$ cat config.mk
export PLATFORM = sky130hd
export DESIGN_NAME = serialize_ctrl
export DESIGN_NICKNAME = d
export VERILOG_FILES = /design/src/rtl/serialize_ctrl.sv
export SDC_FILE = /design/constraint.sdc
export NUM_CORES = 1
export LEC_CHECK = 0
export ABC_CLOCK_PERIOD_IN_PS = 1800
export BUFFER_PORTS_ARGS = -buffer_cell sky130_fd_sc_hd__buf_2
export CAP_MARGIN = 20
export CORE_UTILIZATION = 40
export DETAILED_ROUTE_END_ITERATION = 7
export HOLD_SLACK_MARGIN = 0.05
export PLACE_DENSITY = 0.7
export SLEW_MARGIN = 20
export SYNTH_ARGS = -nofsm -noshare
export SYNTH_HDL_FRONTEND = slang
export SYNTH_SLANG_ARGS = --single-unit
$ cat constraint.sdc
create_clock -name input_input_switch1_clock_1 -period 1.8 [get_ports input_input_switch1_clock_1]
set_input_delay 0.36 -clock input_input_switch1_clock_1 [delete_from_list [all_inputs] [get_ports input_input_switch1_clock_1]]
set_output_delay 0.36 -clock input_input_switch1_clock_1 [all_outputs]
set_load 0.1 [all_outputs]
$ cat src/rtl/serialize_ctrl.sv
// Sequencing controller for a WIDTH-bit parallel-in/serial-out shift register.
// Optional parity period and parity_bit output are built when SERIALIZE_CTRL_PARITY_EN is defined.
module serialize_ctrl #(
  parameter int WIDTH   = 4,
  parameter int CLK_DIV = 1
) (
  input  logic             input_input_switch1_clock_1,
  input  logic             input_input_switch2_reset_n_2,
  input  logic             start_valid,
  input  logic [WIDTH-1:0] start_data,
  output logic             start_ready,
  output logic [WIDTH-1:0] sr_data,
  output logic             sr_load_shift,
  output logic             sr_en,
  output logic             bit_valid,
  output logic [3:0]       bit_index,
  output logic             frame_done,
  output logic             busy
`ifdef SERIALIZE_CTRL_PARITY_EN
  ,
  output logic             parity_bit
`endif
);

  typedef enum logic [2:0] {
    S_IDLE,
    S_LOAD,
    S_SHIFT,
`ifdef SERIALIZE_CTRL_PARITY_EN
    S_PARITY,
`endif
    S_DONE
  } state_t;

  localparam logic [3:0] BIT_LAST = 4'(WIDTH - 1);
  localparam logic [7:0] DIV_LAST = 8'(CLK_DIV - 1);

  state_t     state, next_state;
  logic [3:0] bit_cnt;
  logic [7:0] div_cnt;
  logic       div_last, bit_last;

  assign div_last = (div_cnt == DIV_LAST);
  assign bit_last = (bit_cnt == BIT_LAST);

  // NOTE: sequential state uses non-blocking assignments so every register
  // samples pre-edge values; blocking here would create order-dependent races.
  always_ff @(posedge input_input_switch1_clock_1 or negedge input_input_switch2_reset_n_2) begin
    if (!input_input_switch2_reset_n_2) begin
      state <= S_IDLE;
    end else begin
      state <= next_state;
    end
  end

  // NOTE: every output of this block gets a default before the case, so no
  // path leaves a signal unassigned and no latch is inferred.
  always_comb begin
    next_state    = state;
    start_ready   = 1'b0;
    sr_load_shift = 1'b0;
    sr_en         = 1'b0;
    bit_valid     = 1'b0;
    bit_index     = 4'd0;
    frame_done    = 1'b0;
`ifdef SERIALIZE_CTRL_PARITY_EN
    parity_bit    = 1'b0;
`endif
    case (state)
      S_IDLE: begin
        start_ready = 1'b1;
        if (start_valid) next_state = S_LOAD;
      end
      S_LOAD: begin
        sr_en      = 1'b1;
        next_state = S_SHIFT;
      end
      S_SHIFT: begin
        sr_load_shift = 1'b1;
        bit_valid     = 1'b1;
        bit_index     = bit_cnt;
        if (div_last) begin
          // The final bit is already on the line; shifting again would lose it.
          if (!bit_last) begin
            sr_en = 1'b1;
          end else begin
`ifdef SERIALIZE_CTRL_PARITY_EN
            next_state = S_PARITY;
`else
            next_state = S_DONE;
`endif
          end
        end
      end
`ifdef SERIALIZE_CTRL_PARITY_EN
      S_PARITY: begin
        bit_valid  = 1'b1;
        bit_index  = 4'(WIDTH);
        parity_bit = ^sr_data;
        if (div_last) next_state = S_DONE;
      end
`endif
      S_DONE: begin
        frame_done = 1'b1;
        next_state = S_IDLE;
      end
      default: next_state = S_IDLE;
    endcase
  end

  assign busy = (state != S_IDLE);

  // Divider paces each bit period; the bit counter advances on its last count.
  always_ff @(posedge input_input_switch1_clock_1 or negedge input_input_switch2_reset_n_2) begin
    if (!input_input_switch2_reset_n_2) begin
      bit_cnt <= 4'd0;
      div_cnt <= 8'd0;
    end else begin
      case (state)
        S_LOAD: begin
          bit_cnt <= 4'd0;
          div_cnt <= 8'd0;
        end
        S_SHIFT: begin
          if (div_last) begin
            div_cnt <= 8'd0;
            if (!bit_last) bit_cnt <= bit_cnt + 4'd1;
          end else begin
            div_cnt <= div_cnt + 8'd1;
          end
        end
`ifdef SERIALIZE_CTRL_PARITY_EN
        S_PARITY: begin
          div_cnt <= div_last ? 8'd0 : div_cnt + 8'd1;
        end
`endif
        default: ;
      endcase
    end
  end

  // The word is captured only on a handshake in IDLE, so requests mid-frame are ignored.
  always_ff @(posedge input_input_switch1_clock_1 or negedge input_input_switch2_reset_n_2) begin
    if (!input_input_switch2_reset_n_2) begin
      sr_data <= '0;
    end else if (state == S_IDLE && start_valid) begin
      sr_data <= start_data;
    end
  end

endmodule

==> impl_metrics.toml, run 1 <==
[outcome]
status = "finished, violations left"
violations = "negative setup slack"

[die]
die-height_um = 52.5
die_w_um = 52.5
start_util_pct = 44.4
die_area_mm2 = 0.00276
rows = 17
core-area_mm2 = 0.00230
io_pins = 21

[sta]
slew_viol_final = 0
worstMarginPinSlew_ns = 0.489
fin_crit_sh_pct = 117
skew_ns = 0.00542
finalHoldViolations = 0
slew-limit-headroom_pct = 67.6
final-setup-viol-count = 4
fmax_mhz = 475
finalWorstSetupSlack_ns = -0.307
post-route-min-period_ns = 2.11
rsz0062_at_grt = "true"

[synth]
synth_edf_count = 0
synthTopCellsByCount = "dfrtp_1 (18), inv_1 (9), nand2_1 (8), ha_1 (7), o21ai_0 (6)"
ys_seq_area_share_pct = 44.2
yosysWarningCount = 0
synth_nets = 115
synth_most_common_cell = "dfrtp_1"
synth_area_mm2 = 0.00102
synth_top_area_share_pct = 44.2
yosys-top-cells-area = "dfrtp_1 (44%), ha_1 (8.6%), mux2_2 (4.4%), inv_1 (3.3%), o21ai_0 (2.9%)"
synth_ff_type = "dfrtp_1"
synth_cell_types = 35
yosys.area.top_type = "dfrtp_1"
syn_inst = 101
synthArstFlopShare_pct = 100
yosys_register_bits = 18
avgSynthCellArea_um2 = 10.1

[clocking]
clk_pin_slew_ns = 0.11
max-clock-path-buffers = 2
clk_latency_ns = 0.30
cts_tree = "yes"
root_buffer = "clkbuf_4"
cts_max_level = 1
clkSinkCount = 18
cts_made_buffers = 3

[route]
drc = 0
ant_nets = 0
first_pass_iters = 4
viasPerCell = 5.55
drt-total-wl_um = 2820
vias = 1010
drtIter0Drc = 36
wl_per_cell_um = 15.5

[run]
maxCapViolations = 0

[global_route]
antenna_found_initial = 0
grt_pass1_vias = 954
grt_pass1_wl_um = 4320
groute.usage.overall_pct = 22.2
overflow = 0
grt_max_degree = 19

[worst_setup_path]
r2r.worst_path.cells = 14
path_class = "flip-flop to output pin"
critPathArrivalTime_ns = 1.75
crit_path_start_kind = "flip-flop"
required_ns = 1.44
cp-end-kind = "output pin"
critPathMaxFanout = 2

[layout]
syn2layout_area_growth_pct = 67.5
n_antenna_cell = 0
register_area_um2 = 450
drive_above_1_share_pct = 51.9
nNetsFinal = 169
fillCellCount = 155
fin_cells = 182
multi_input_area_um2 = 623

[placed_design]
gp_congestion = 0.821
port_buffers = 20
dp_cells = 159
dp_hpwl_um = 1690
pre_cts_ws_ns = -0.0137

[hold_path]
min_path_type = "primary input to flip-flop"
hold_depth = 2
cells in the final DEF (no fill, tap or decap), types with 4 or more instances in the layout:
cell / count
nand2_1: 8
dfrtp_1: 18
buf_2: 11
ha_1: 4
o21ai_0: 6
buf_6: 13
buf_4: 20
nand3_1: 5
buf_12: 8
inv_2: 4
mux2_2: 4
per-layer routing:
layer  GRT usage [%]  routed length [um]
met1            30.1                1200
met4            10.5                  31
met3            3.48                 126
met5               0                   0
met2            34.2                1450
final cells by class:
| cell class | count | area share, % |
|---|---|---|
| clock buffer | 4 | 2.12 |
| inverter | 9 | 2.42 |
| multi-input combinational | 70 | 36.5 |
| sequential | 18 | 26.4 |
| tap | 28 | 2.05 |
| timing repair buffer | 53 | 30.5 |
final timing paths:
| kind | slack (ns) | from | to |
|---|---|---|---|
| worst max-delay path | -0.31 | div_cnt[1]$_DFFE_PN0P_ | sr_en |
| worst min-delay path | 0.29 | start_data[3] | sr_data[3]$_DFFE_PN0P_ |
| worst max register to register | -0.11 | div_cnt[1]$_DFFE_PN0P_ | div_cnt[1]$_DFFE_PN0P_ |
| worst min register to register | 0.52 | sr_data[3]$_DFFE_PN0P_ | sr_data[3]$_DFFE_PN0P_ |
| max in group asynchronous | 0.99 | input_input_switch2_reset_n_2 | div_cnt[1]$_DFFE_PN0P_ |
| min in group asynchronous | 0.51 | input_input_switch2_reset_n_2 | bit_cnt[2]$_DFFE_PN0P_ |
repair_timing:
action / CTS / global route
hold endpoints to repair: 18 / 0
setup endpoints to repair: 10 / 10
setup buffers: 16 / 3
hold buffers: 1 / 0
resized for setup: 7 / 15
pin swaps: 5 / 8
metrics by stage:
stage               area [um^2]  setup TNS, ns  hold WS, ns  util (%)
floorplan                  1110          -1.48       0.0644         -
global placement           1440              0        0.308      62.5
detailed placement         1440        -0.0207        0.315      62.5
CTS                        1630         -0.630        0.289      71.0
global route               1710         -0.925        0.282      74.3
finish                     1710         -0.463        0.288      74.3
logic make-up (layout without fill, tap and decap cells):
kind of cell | Yosys count | count (layout) | synth area share [%]
adder cells (fa/ha/maj) | 7 | 7 | 8.59
AND/OR/NAND/NOR | 31 | 31 | 16.3
flip-flops | 18 | 18 | 44.2
buffers and inverters | 13 | 66 | 5.15
multiplexers | 6 | 6 | 6.38
XOR/XNOR | 3 | 3 | 2.58
AO/OA/AOI/OAI | 23 | 23 | 16.8
sequential cells by signal, summed over array words and instances (netlist names):
name,cells
state,2
sr_data,4
div_cnt,8
bit_cnt,4
worst max-delay path, cell delays in order (launching register included):
cell and delay, ns:
dfrtp_1 0.40, inv_2 0.09, ha_4 0.14, nor4b_4 0.18, buf_4 0.16, o2111ai_4 0.11
a21oi_4 0.17, buf_12 0.19
Power of run 1 is left out: the tool's default activity adds up to more than one toggle a clock period on the data nets, which glitch-free logic cannot reach.
==> inputs of run 2 (changes only) <==
CORE_MARGIN = 5   (was default)
CTS_BUF_LIST = sky130_fd_sc_hd__clkbuf_4   (was default)
==> impl_metrics.toml, run 2 (same netlist as run 1, synthesis figures left out) <==
[die]
core-area_mm2 = 0.00245
io_pins = 21
die_w_um = 60.5
die_area_mm2 = 0.00366
start_util_pct = 41.5
rows = 18
die-height_um = 60.5

[clocking]
root_buffer = "clkbuf_4"
cts_max_level = 1
clkSinkCount = 18
cts_tree = "yes"
clk_latency_ns = 0.30
cts_made_buffers = 3
clk_pin_slew_ns = 0.11
max-clock-path-buffers = 2

[sta]
fin_crit_sh_pct = 116
fmax_mhz = 478
worstMarginPinSlew_ns = 0.494
finalSetupTns_ns = -0.293
finalHoldViolations = 0
skew_ns = 0.00547
slew-limit-headroom_pct = 67.3
rsz0062_at_grt = "true"
finalWorstSetupSlack_ns = -0.293
slew_viol_final = 0
post-route-min-period_ns = 2.09
final-setup-viol-count = 1

[placed_design]
dp_cells = 162
gp_congestion = 0.726
port_buffers = 20
dp_hpwl_um = 1880

[worst_setup_path]
cp-end-kind = "output pin"
critPathMaxFanout = 2
crit_path_start_kind = "flip-flop"
path_class = "flip-flop to output pin"
required_ns = 1.44
critPathArrivalTime_ns = 1.73

[route]
drtIter0Drc = 31
viasPerCell = 5.28
drc = 0
drt-total-wl_um = 2500
vias = 939
ant_nets = 0
first_pass_iters = 4
wl_per_cell_um = 14.1

[layout]
syn2layout_area_growth_pct = 59.1
drive_above_1_share_pct = 48.6
n_antenna_cell = 0
reg.largest.list = "div_cnt: 8 flops, bit_cnt: 4 flops, sr_data: 4 flops"
largest_reg_flops = 8
nNetsFinal = 163
fillCellCount = 187
fin_cells = 178
fin_util_pct = 66.1
register_area_um2 = 450
top_register = "div_cnt"
final_cell_mix = "buf_4 (24), dfrtp_1 (18), buf_2 (10)"
final_common_cell = "buf_4"
multi_input_area_um2 = 617

[global_route]
antenna_found_initial = 0
grt_max_degree = 19
grt_pass1_vias = 897
groute.usage.overall_pct = 15.6
overflow = 0
grt_pass1_wl_um = 4130

[hold_path]
min_path_type = "primary input to flip-flop"

[outcome]
violations = "negative setup slack"
status = "finished, violations left"

[run]
maxCapViolations = 0
[run 2: worst max-delay path: stages (launching register included)]
cell	delay (ns)
dfrtp_1	0.42
inv_2	0.09
ha_4	0.12
nor4b_4	0.16
buf_4	0.16
o2111ai_4	0.11
a21oi_4	0.18
buf_12	0.19
[run 2: final cells by class]
| class | count | share of cell area (%) |
|---|---|---|
| clock inverter | 1 | 0.231 |
| sequential | 18 | 27.8 |
| inverter | 9 | 2.54 |
| tap | 30 | 2.31 |
| clock buffer | 3 | 1.39 |
| timing repair buffer | 47 | 27.8 |
| multi-input combinational | 70 | 38.0 |
[run 2: final timing paths]
check,from,endpoint,slack (ns),cells after the start
max in group asynchronous,input_input_switch2_reset_n_2,div_cnt[7]$_DFFE_PN0P_,1.00,2
hold / removal,start_data[3],sr_data[3]$_DFFE_PN0P_,0.29,2
hold reg to reg,sr_data[2]$_DFFE_PN0P_,sr_data[2]$_DFFE_PN0P_,0.51,1
setup / recovery,div_cnt[0]$_DFFE_PN0P_,sr_en,-0.29,7
min in group asynchronous,input_input_switch2_reset_n_2,bit_cnt[0]$_DFFE_PN0P_,0.51,2
setup reg to reg,div_cnt[0]$_DFFE_PN0P_,bit_cnt[3]$_DFFE_PN0P_,0.03,6
[run 2: per-layer routing]
metal | GRT usage, % | vias to the layer above | share of wire [%]
li1 | - | 454 | -
met1 | 18.2 | 450 | 38
met2 | 28.1 | 30 | 55
met3 | 1.91 | 5 | 4.8
met4 | 8.05 | 0 | 1.9
met5 | 0 | - | 0
[run 2: repair_timing]
| action | in CTS | in global routing |
|---|---|---|
| endpoints found under the setup margin | 8 | 8 |
| hold buffers | 1 | 0 |
| pin swaps | 4 | 3 |
| resized for setup | 6 | 4 |
| buffers inserted | 8 | 3 |
| hold endpoints to repair | 18 | 0 |
[run 2: through the flow]
step / area (um^2) / worst slack, ns / hold slack [ns]
floorplan: 1110 / -0.357 / 0.0644
global placement: 1460 / -0.00172 / 0.310
detailed placement: 1460 / -0.0477 / 0.310
CTS: 1580 / -0.332 / 0.277
global route: 1620 / -0.375 / 0.275
finish: 1620 / -0.293 / 0.286
Power of run 2 is left out for the same reason.
==> inputs of run 3 (changes only) <==
ABC_CLOCK_PERIOD_IN_PS = 2500   (was 1800)
CORE_UTILIZATION = 60   (was 40)
PLACE_DENSITY = 0.92   (was 0.7)
clock period = 2.5 ns   (was 1.8 ns; I/O delays follow)
==> impl_metrics.toml, run 3 (same netlist as run 1, synthesis figures left out) <==
[outcome]
status = "finished clean"

[sta]
slew-limit-headroom_pct = 67.4
worstMarginPinSlew_ns = 0.493
slew_viol_final = 0
fmax_mhz = 414
final-setup-viol-count = 0
fin_crit_sh_pct = 96.6
post-route-min-period_ns = 2.42
finalWorstSetupSlack_ns = 0.0838
skew_ns = 0.00377
finalHoldViolations = 0
finalSetupTns_ns = 0

[global_route]
groute.usage.overall_pct = 19.2
grt_pass1_wl_um = 3790
grt_pass1_vias = 827
grt_max_degree = 20
overflow = 0
antenna_found_initial = 0

[run]
maxCapViolations = 0

[route]
vias = 830
ant_nets = 0
viasPerCell = 6.06
drtIter0Drc = 13
drt-total-wl_um = 2280
drc = 0
first_pass_iters = 4
wl_per_cell_um = 16.6

[die]
start_util_pct = 65.4
die_area_mm2 = 0.00262
die_w_um = 51.2
die-height_um = 51.2
rows = 14
io_pins = 21
core-area_mm2 = 0.00156

[layout]
top_register = "div_cnt"
fillCellCount = 98
drive_above_1_share_pct = 32.2
fin_util_pct = 78.8
syn2layout_area_growth_pct = 20.5
largest_reg_flops = 8
nNetsFinal = 136
reg.largest.list = "div_cnt: 8 flops, bit_cnt: 4 flops, sr_data: 4 flops"
n_antenna_cell = 0
final_cell_mix = "buf_2 (19), dfrtp_1 (18), inv_1 (8), nand2_1 (8), o21ai_0 (6)"
final_common_cell = "buf_2"

[placed_design]
port_buffers = 20
pre_cts_ws_ns = 0.228
gp_congestion = 0.907
dp_hpwl_um = 1690

[clocking]
clk_latency_ns = 0.30
cts_tree = "yes"
clk_pin_slew_ns = 0.10
cts_max_level = 1
ctsHoldBuffers = 0
clkSinkCount = 18
cts_made_buffers = 3
root_buffer = "clkbuf_4"
max-clock-path-buffers = 2

[hold_path]
min_path_type = "primary input to async pin"

[worst_setup_path]
required_ns = 2.00
crit_path_start_kind = "flip-flop"
critPathMaxFanout = 5
critPathArrivalTime_ns = 1.92
cp-end-kind = "output pin"
path_class = "flip-flop to output pin"
run 3: changes by cell type in the layout (fill, tap and decap cells not counted), sizes merged:
cell,delta
clkbuf,-1
clkinvlp,-1
inv,+1
buf,-25
dlygate4sd3,-1
run 3: timing repair:
item,in CTS,in global routing
endpoints found under the setup margin,1,1
gates resized for setup,2,2
pin swaps,0,0
buffers inserted,0,0
run 3: cell type report:
type | instances | area, um^2 | share of cell area, %
clock buffers | 3 | 22.5 | 1.83
clock inverters | 1 | 3.75 | 0.305
inverters | 9 | 37.5 | 3.05
multi-input cells | 70 | 579 | 47.1
flip-flops and latches | 18 | 450 | 36.7
well taps | 16 | 20.0 | 1.63
repair buffers | 20 | 115 | 9.37
run 3: worst paths after layout:
path                                                    endpoint                           from  depth (start not counted)  slack (ns)
setup / recovery                                           sr_en         div_cnt[0]$_DFFE_PN0P_                          6        0.08
hold / removal                            bit_cnt[1]$_DFFE_PN0P_  input_input_switch2_reset_n_2                          1        0.12
setup reg to reg                          div_cnt[3]$_DFFE_PN0P_         div_cnt[0]$_DFFE_PN0P_                          6        0.51
hold reg to reg                           sr_data[3]$_DFFE_PN0P_         sr_data[3]$_DFFE_PN0P_                          1        0.51
max in group asynchronous                 div_cnt[7]$_DFFE_PN0P_  input_input_switch2_reset_n_2                          1        2.10
min in group input_input_switch1_clock_1  sr_data[3]$_DFFE_PN0P_                  start_data[3]                          2        0.43
run 3: stage by stage:
step	hold slack [ns]	cell area, um^2	instances
floorplan	0.204	1050	101
global placement	0.441	1170	133
detailed placement	0.447	1170	133
CTS	0.116	1210	137
global route	0.125	1230	137
finish	0.115	1230	137
run 3: worst max-delay path, cell delays in order (launching register included):
cell       delay (ns)
dfrtp_1          0.42
inv_1            0.11
ha_1             0.19
nor4b_4          0.30
o2111ai_4        0.22
a21oi_4          0.19
buf_12           0.19
run 3: metal layers:
layer	global-route usage, %	up-vias	share of wire, %
met2	33.3	35	49
met3	5.23	4	6.8
met4	6.55	0	1.3
met5	0	-	0
li1	-	400	-
met1	23.2	391	43
Power of run 3 is left out for the same reason.
